**config.mk**
```make
export PLATFORM = sky130hd
export DESIGN_NAME = dlart_bridge
export DESIGN_NICKNAME = d
export VERILOG_FILES = /design/src/rtl/dlart_pkg.sv /design/src/rtl/dlart_fifo.sv /design/src/rtl/dlart_bridge.sv
export SDC_FILE = /design/constraint.sdc
export NUM_CORES = 1
export LEC_CHECK = 0
export ABC_CLOCK_PERIOD_IN_PS = 4600
export CORE_MARGIN = 5
export CORE_UTILIZATION = 48
export DETAILED_ROUTE_END_ITERATION = 8
export PLACE_DENSITY = 0.71
export REMOVE_ABC_BUFFERS = 1
export SLEW_MARGIN = 20
export SYNTH_ARGS = -nofsm -noshare
export SYNTH_HDL_FRONTEND = slang
export SYNTH_HIERARCHICAL = 1
export SYNTH_SLANG_ARGS = --single-unit
```
**constraint.sdc**
```tcl
create_clock -name clk_x3 -period 4.6 [get_ports clk_x3]
set_input_delay 1.15 -clock clk_x3 [delete_from_list [all_inputs] [get_ports clk_x3]]
set_output_delay 1.15 -clock clk_x3 [all_outputs]
set_load 0.05 [all_outputs]
```
**src/rtl/dlart_pkg.sv**
```systemverilog
// ============================================================================
// Module  : dlart_pkg
// Brief   : Shared constants and helpers for the DL11-style console bridge.
// Revision: 1.0 - initial release
// ============================================================================
`default_nettype none

package dlart_pkg;

  // CPU register index within a channel block (byte offset / 2)
  localparam logic [1:0] c_reg_rcsr = 2'd0;
  localparam logic [1:0] c_reg_rbuf = 2'd1;
  localparam logic [1:0] c_reg_xcsr = 2'd2;
  localparam logic [1:0] c_reg_xbuf = 2'd3;

  localparam int c_bit_done = 7;
  localparam int c_bit_ie   = 6;
  localparam int c_bit_ovr  = 15;

  localparam logic [1:0] c_host_stat = 2'd0;
  localparam logic [1:0] c_host_txd  = 2'd1;
  localparam logic [1:0] c_host_rxd  = 2'd2;
  localparam logic [1:0] c_host_clr  = 2'd3;

  // 8-byte block number of channel c's register window
  function automatic logic [18:0] chan_blk(input int c, input logic [21:0] con,
                                           input logic [21:0] ext);
    logic [21:0] b;
    b = (c == 0) ? con : ext + 22'(8 * (c - 1));
    return b[21:3];
  endfunction

endpackage

`default_nettype wire

```
**src/rtl/dlart_fifo.sv**
```systemverilog
// ============================================================================
// Module  : dlart_fifo
// Brief   : Byte-wide synchronous FIFO with fall-through head and flush.
// Revision: 1.0 - initial release
// ============================================================================
`default_nettype none

module dlart_fifo #(
  parameter int DEPTH = 16
) (
  input  logic       clk_x3,
  input  logic       rstb,
  input  logic       flush,
  input  logic       push,
  input  logic       pop,
  input  logic [7:0] din,
  output logic [7:0] head,
  output logic       full,
  output logic       empty
);

  localparam int AW = $clog2(DEPTH);

  logic [AW:0] r_wptr;
  logic [AW:0] r_rptr;
  logic [7:0]  r_mem [DEPTH];
  logic        w_do_push;
  logic        w_do_pop;

  assign empty = (r_wptr == r_rptr);
  assign full  = (r_wptr[AW] != r_rptr[AW]) && (r_wptr[AW-1:0] == r_rptr[AW-1:0]);
  assign head  = r_mem[r_rptr[AW-1:0]];

  // A pop frees the slot in the same cycle, so a full FIFO still takes a push
  assign w_do_pop  = pop & ~empty;
  assign w_do_push = push & (~full | w_do_pop);

  always_ff @(posedge clk_x3) begin
    if (rstb || flush) begin
      r_wptr <= '0;
      r_rptr <= '0;
    end else begin
      if (w_do_push) begin
        r_mem[r_wptr[AW-1:0]] <= din;
        r_wptr                <= r_wptr + 1'b1;
      end
      if (w_do_pop) r_rptr <= r_rptr + 1'b1;
    end
  end

endmodule

`default_nettype wire

```
**src/rtl/dlart_bridge.sv**
```systemverilog
// ============================================================================
// Module  : dlart_bridge
// Brief   : DL11-style console channels bridging the CPU bus to an Apple II host.
// Revision: 1.0 - initial release
// ============================================================================
`default_nettype none

module dlart_bridge
  import dlart_pkg::*;
#(
  parameter int          NCH      = 1,
  parameter int          DEPTH    = 16,
  parameter logic [21:0] CON_BASE = 22'o17777560,
  parameter logic [21:0] EXT_BASE = 22'o17776500
) (
  input  logic        clk_x3,
  input  logic        rstb,
  input  logic        bus_init,
  input  logic [21:0] cpu_addr,
  input  logic        cpu_rd,
  input  logic        cpu_wr,
  input  logic        cpu_byte,
  input  logic [15:0] cpu_wdata,
  output logic [15:0] cpu_rdata,
  output logic        cpu_hit,
  input  logic        host_rd,
  input  logic        host_wr,
  input  logic [3:0]  host_a,
  input  logic [7:0]  host_wdata,
  output logic [7:0]  host_rdata,
  output logic        irq_req
);

  logic           w_clr;
  logic [1:0]     w_cpu_reg;
  logic [1:0]     w_host_reg;
  logic [NCH-1:0] w_hit;
  logic [NCH-1:0] w_irq;
  logic [15:0]    w_cpu_val  [NCH];
  logic [7:0]     w_host_val [NCH];
  logic [15:0]    w_cpu_mux;
  logic [7:0]     w_host_mux;
  logic [15:0]    r_cpu_rdata;
  logic [7:0]     r_host_rdata;
  logic           r_irq;
  logic           w_unused;

  assign w_clr      = rstb | bus_init;
  assign w_cpu_reg  = cpu_addr[2:1];
  assign w_host_reg = host_a[1:0];
  assign w_unused   = &{1'b0, cpu_wdata[15:8]};

  for (genvar c = 0; c < NCH; c++) begin : g_ch
    logic       w_sel, w_cpu_rd, w_cpu_wr, w_hsel, w_host_rd, w_host_wr;
    logic       w_rx_push, w_rx_pop, w_tx_push, w_tx_pop, w_ovr_set;
    logic [7:0] w_rx_head, w_tx_head;
    logic       w_rx_full, w_rx_empty, w_tx_full, w_tx_empty;
    logic       r_rx_ie, r_tx_ie, r_ovr;

    assign w_sel     = (cpu_addr[21:3] == chan_blk(c, CON_BASE, EXT_BASE));
    assign w_hit[c]  = w_sel;
    assign w_cpu_rd  = cpu_rd & w_sel;
    assign w_cpu_wr  = cpu_wr & w_sel;
    assign w_hsel    = (host_a[3:2] == 2'(c));
    assign w_host_rd = host_rd & w_hsel;
    assign w_host_wr = host_wr & w_hsel;

    assign w_rx_push = w_host_wr && (w_host_reg == c_host_rxd);
    assign w_rx_pop  = w_cpu_rd && (w_cpu_reg == c_reg_rbuf);
    assign w_tx_push = w_cpu_wr && (w_cpu_reg == c_reg_xbuf) && !(cpu_byte && cpu_addr[0]);
    assign w_tx_pop  = w_host_rd && (w_host_reg == c_host_txd);
    // A push that lands alongside a pop is accepted, so it is not an overrun
    assign w_ovr_set = w_rx_push & w_rx_full & ~w_rx_pop;

    dlart_fifo #(.DEPTH(DEPTH)) u_rx (
      .clk_x3(clk_x3), .rstb(rstb), .flush(bus_init),
      .push(w_rx_push), .pop(w_rx_pop), .din(host_wdata),
      .head(w_rx_head), .full(w_rx_full), .empty(w_rx_empty)
    );

    dlart_fifo #(.DEPTH(DEPTH)) u_tx (
      .clk_x3(clk_x3), .rstb(rstb), .flush(bus_init),
      .push(w_tx_push), .pop(w_tx_pop), .din(cpu_wdata[7:0]),
      .head(w_tx_head), .full(w_tx_full), .empty(w_tx_empty)
    );

    always_ff @(posedge clk_x3) begin
      if (w_clr) begin
        r_rx_ie <= 1'b0;
        r_tx_ie <= 1'b0;
        r_ovr   <= 1'b0;
      end else begin
        if (w_cpu_wr && (w_cpu_reg == c_reg_rcsr)) r_rx_ie <= cpu_wdata[c_bit_ie];
        if (w_cpu_wr && (w_cpu_reg == c_reg_xcsr)) r_tx_ie <= cpu_wdata[c_bit_ie];
        if (w_ovr_set)
          r_ovr <= 1'b1;
        else if ((w_cpu_wr && (w_cpu_reg == c_reg_rcsr)) ||
                 (w_host_wr && (w_host_reg == c_host_clr)))
          r_ovr <= 1'b0;
      end
    end

    assign w_cpu_val[c] =
      (w_cpu_reg == c_reg_rcsr) ? {r_ovr, 7'b0, ~w_rx_empty, r_rx_ie, 6'b0} :
      (w_cpu_reg == c_reg_rbuf) ? {8'b0, (w_rx_empty ? 8'h00 : w_rx_head)} :
      (w_cpu_reg == c_reg_xcsr) ? {8'b0, ~w_tx_full, r_tx_ie, 6'b0} : 16'h0000;

    assign w_host_val[c] =
      (w_host_reg == c_host_stat) ? {5'b0, r_ovr, w_rx_full, ~w_tx_empty} :
      (w_host_reg == c_host_txd)  ? (w_tx_empty ? 8'h00 : w_tx_head) : 8'h00;

    assign w_irq[c] = (r_rx_ie & ~w_rx_empty) | (r_tx_ie & ~w_tx_full);
  end

  always_comb begin
    w_cpu_mux  = 16'h0000;
    w_host_mux = 8'h00;
    for (int i = 0; i < NCH; i++) begin
      if (w_hit[i]) w_cpu_mux = w_cpu_val[i];
      if (host_a[3:2] == i[1:0]) w_host_mux = w_host_val[i];
    end
  end

  assign cpu_hit = |w_hit;

  always_ff @(posedge clk_x3) begin
    if (w_clr) begin
      r_cpu_rdata  <= 16'h0000;
      r_host_rdata <= 8'h00;
      r_irq        <= 1'b0;
    end else begin
      if (cpu_rd)  r_cpu_rdata  <= w_cpu_mux;
      if (host_rd) r_host_rdata <= w_host_mux;
      r_irq <= |w_irq;
    end
  end

  assign cpu_rdata  = r_cpu_rdata;
  assign host_rdata = r_host_rdata;
  assign irq_req    = r_irq;

endmodule

`default_nettype wire

```
==> reports/metrics.json <==
{
  "run_status": "completed",
  "critPathArrivalTime_ns": 2.77,
  "synth_enable_flop_cells": 256,
  "synth_area_leader_cell": "sky130_fd_sc_hd__edfxtp_1",
  "row_count": 58,
  "r2r_end": "cpu_rdata[7]",
  "cts_sinks": 305,
  "crit_path_top_delay_cell": "sky130_fd_sc_hd__clkdlybuf4s50_1",
  "ys_dominant_reg_cell": "sky130_fd_sc_hd__edfxtp_1",
  "ys_types": 48,
  "place.port_buffers": 68,
  "hold_path.class": "register to register",
  "setup_total_negative_slack_ns": 0,
  "finalClockSkew_ns": 0.0302,
  "final_min_period_over_clock_period_pct": 85.2,
  "first_pass_grt_wire_length_mm": 39.7,
  "critical-path-max-stage-delay_ns": 0.40,
  "cts.reportedPaths.clkPinSlew_ns": 0.06,
  "grt_max_degree": 33,
  "area.growth.synth_to_final_pct": 16.3,
  "hold_path_startpoint": "cpu_rdata[4]",
  "reg2reg_setup_slack_ns": 1.85,
  "cellPowerDensity_nw_per_um2": 385,
  "hold_depth": 2,
  "clkLatencyLatePin_ns": 0.56,
  "total_via_count_after_detailed_routing": 6309,
  "worst-endpoint-required_ns": 3.45,
  "netSwitchingFraction_pct": 19.4,
  "post-cts-setup-buffers": 0,
  "cts_buffer_count": 30,
  "final_critical_period_ns": 3.92,
  "finish.instance_area_sq_um": 14300,
  "net_sw_power_w": 0.00107,
  "timing.max_cap.violations": 0,
  "power_frac_seq_pct": 54.3,
  "dpl_cell_area_sq_um": 13300,
  "drtAntennaViolNets": 0,
  "cts-root-to-sink-buffers": 3,
  "ys_seq_elements": 305,
  "drive_gt1_share_pct": 21.1,
  "async_flop_share_pct": 0,
  "peak_freq_mhz": 255,
  "timing.critical_path.max_delay_family": "buffers and inverters",
  "synthTopCellsByArea": "sky130_fd_sc_hd__edfxtp_1 63%, sky130_fd_sc_hd__mux4_2 15%, sky130_fd_sc_hd__dfxtp_1 8.0%",
  "dp.final_hpwl_mm": 17.3,
  "worst_case_headroom_to_the_max_slew_limit_pct": 29.1,
  "ant_cells": 0,
  "timing.final.max_slew_violations": 0,
  "grt_setup_unrepaired": "no",
  "yosys.cell_count.top_type": "sky130_fd_sc_hd__edfxtp_1",
  "gp_congestion": 0.799,
  "cts_hold_repair.buffers": 0,
  "internal_power_w": 0.00444,
  "worst_pin_slew_ns": 1.06,
  "design.portCount": 84,
  "route.detailed.drc": 0,
  "critical_path.endpoint_type": "output pin",
  "rr_worst_depth": 7,
  "path_max_fanout": 7,
  "synth_top_area_share_pct": 62.6,
  "grt.total_usage_pct": 17.9,
  "p_comb_share_pct": 2.1,
  "ctsRootBufferMaster": "sky130_fd_sc_hd__clkbuf_16",
  "drt_first_iter_violations": 499,
  "synth-warning-count": 6,
  "power_frac_clock_pct": 43.5,
  "floorplan.core_area_sq_um": 25200,
  "postSynthCellCount": 669,
  "final-hold-violation-count": 0,
  "mappedNetlistArea_sq_um": 12300,
  "nFillCells": 1834,
  "synth_area_per_cell_sq_um": 18.4,
  "ys_seq_area_share_pct": 70.5,
  "die-height_microns": 170,
  "total_number_of_nets_in_the_final_design": 819,
  "crit_path_start_kind": "primary input",
  "grt_pass1_vias": 6706,
  "cts_resized": 0,
  "ys_top_cells_by_count": "256 x sky130_fd_sc_hd__edfxtp_1, 80 x sky130_fd_sc_hd__mux4_2, 49 x sky130_fd_sc_hd__dfxtp_1, 42 x sky130_fd_sc_hd__nor2_1, 26 x sky130_fd_sc_hd__and3_1",
  "hold_ws_ns": 0.503,
  "fp.dieArea_sq_um": 28900,
  "numPlacedInstances": 1049,
  "vdd_drop_max_mv": 0.348,
  "initial_core_util_pct": 48.8,
  "grt_antenna_before_repair": 0,
  "setup-violations-final": 0,
  "timing.critical_path.cells": "clkdlybuf4s50_1, nand4b_1, nor3_1, buf_4, nand2_1, inv_1, buf_12",
  "route.final.wire_length_mm": 25.5,
  "holdPathEnd": "cpu_rdata[4]",
  "vias_per_cell": 5.72,
  "crit_buf_inv": 4,
  "fp.dieW_microns": 170,
  "worstSetupPathType": "primary input to output pin",
  "detailedRoute.firstPassIterationCount": 4,
  "fin_cells": 1103,
  "grt.overflow.total": 0,
  "tritoncts_clock_tree": "done",
  "htree_levels": 1,
  "routedWlPerCell_microns": 23.1,
  "leakagePower_nw": 4.58
}
## layout by cell type, fill, tap and decap left out, types with 3 or more instances in the layout
cell type and instances:
sky130_fd_sc_hd__edfxtp_1 256, sky130_fd_sc_hd__mux4_2 80, sky130_fd_sc_hd__clkdlybuf4s50_1 67, sky130_fd_sc_hd__dfxtp_1 46, sky130_fd_sc_hd__nor2_1 41, sky130_fd_sc_hd__clkbuf_16 32, sky130_fd_sc_hd__and3_1 26, sky130_fd_sc_hd__nand2_1 22
sky130_fd_sc_hd__buf_4 14, sky130_fd_sc_hd__a21oi_1 12, sky130_fd_sc_hd__nand4_1 10, sky130_fd_sc_hd__nand3b_1 10, sky130_fd_sc_hd__xor2_1 10, sky130_fd_sc_hd__xnor2_1 10, sky130_fd_sc_hd__ha_1 10, sky130_fd_sc_hd__inv_1 9
sky130_fd_sc_hd__o21ai_0 9, sky130_fd_sc_hd__nor2b_1 9, sky130_fd_sc_hd__clkinv_2 9, sky130_fd_sc_hd__nor3_1 8, sky130_fd_sc_hd__and2_1 7, sky130_fd_sc_hd__conb_1 7, sky130_fd_sc_hd__nand3_1 6, sky130_fd_sc_hd__a22oi_1 5
sky130_fd_sc_hd__mux2i_1 4, sky130_fd_sc_hd__clkinv_1 4, sky130_fd_sc_hd__or2_2 3, sky130_fd_sc_hd__dfxtp_2 3
## worst register-to-register path: stages, from the launching register on
cell                      delay, ns
sky130_fd_sc_hd__dfxtp_2       0.75
sky130_fd_sc_hd__buf_4         0.45
sky130_fd_sc_hd__mux4_2        0.55
sky130_fd_sc_hd__mux4_2        0.47
sky130_fd_sc_hd__nor2b_1       0.15
sky130_fd_sc_hd__o32ai_1       0.10
sky130_fd_sc_hd__nand3_1       0.09
sky130_fd_sc_hd__o21ai_0       0.08
## flip-flops by register name, summed over array words and instances (netlist names), named ones only
| name | cells |
|---|---|
| g_ch.u_tx/r_wptr | 5 |
| g_ch.u_rx/r_wptr | 5 |
| g_ch.r_tx_ie | 1 |
| g_ch.u_rx/r_rptr | 5 |
| host_rdata | 8 |
| irq_req | 1 |
| g_ch.u_tx/r_rptr | 5 |
| g_ch.u_tx/r_mem | 128 |
| g_ch.r_rx_ie | 1 |
| cpu_rdata | 9 |
| g_ch.u_rx/r_mem | 128 |
| g_ch.r_ovr | 1 |
## stage by stage
stage          worst slack, ns  util (%)  total power (W)
2_1_floorplan             1.13         -          0.00308
3_3_place_gp             0.397      52.8          0.00316
3_5_place_dp             0.315      52.8          0.00317
4_1_cts                  0.671      56.7          0.00555
5_1_grt                  0.605      56.8          0.00568
6_report                 0.679      56.8          0.00550
## logic make-up after synthesis
family	after synthesis	share of synthesized area [%]
AOI/OAI and AO/OA	47	2.66
buffers and inverters	47	2.12
muxes	84	15.0
adders and majority gates	10	1.02
and+or+nand+nor	153	6.95
other	1	0.0305
DFF	305	70.5
xor gates and xnor gates	22	1.69
## power groups by stage
| stage | logic (W) | registers (W) | clock network (W) |
|---|---|---|---|
| after global placement | 0.000109 | 0.00305 | 0 |
| after floorplan | 0.0000320 | 0.00305 | 0 |
| after detailed placement | 0.000117 | 0.00305 | 0 |
| after CTS | 0.000117 | 0.00299 | 0.00244 |
| after global routing | 0.000126 | 0.00299 | 0.00256 |
| final | 0.000118 | 0.00299 | 0.00240 |
## per-layer routing
layer	vias to the layer above	wire, microns	GRT usage [%]
li1	2830	-	-
met1	3259	9690	22.4
met2	187	13700	32.7
met3	33	1490	2.76
met4	0	563	4.38
met5	-	0	0
## final cells by class
| cell class | instances | area [sq um] | share of cell area (%) |
|---|---|---|---|
| clock buffer | 35 | 832 | 5.82 |
| clock inverter | 19 | 161 | 1.13 |
| inverter | 9 | 33.8 | 0.236 |
| multi-input combinational | 323 | 3380 | 23.7 |
| sequential | 305 | 8670 | 60.7 |
| tap | 330 | 413 | 2.89 |
| timing repair buffer | 82 | 796 | 5.57 |
## worst max path at each step
stage | from | to | cells after the start
global route | cpu_addr[20] | cpu_hit | 6
detailed placement | cpu_addr[7] | g_ch[0].u_rx/r_mem[8][3] | 9
finish | cpu_addr[7] | cpu_hit | 7
CTS | cpu_addr[7] | cpu_hit | 7
floorplan | cpu_addr[7] | g_ch[0].u_rx/r_mem[15][0] | 7
global placement | cpu_addr[21] | g_ch[0].u_tx/r_mem[4][5] | 8
(Power assumes the default switching activity.)
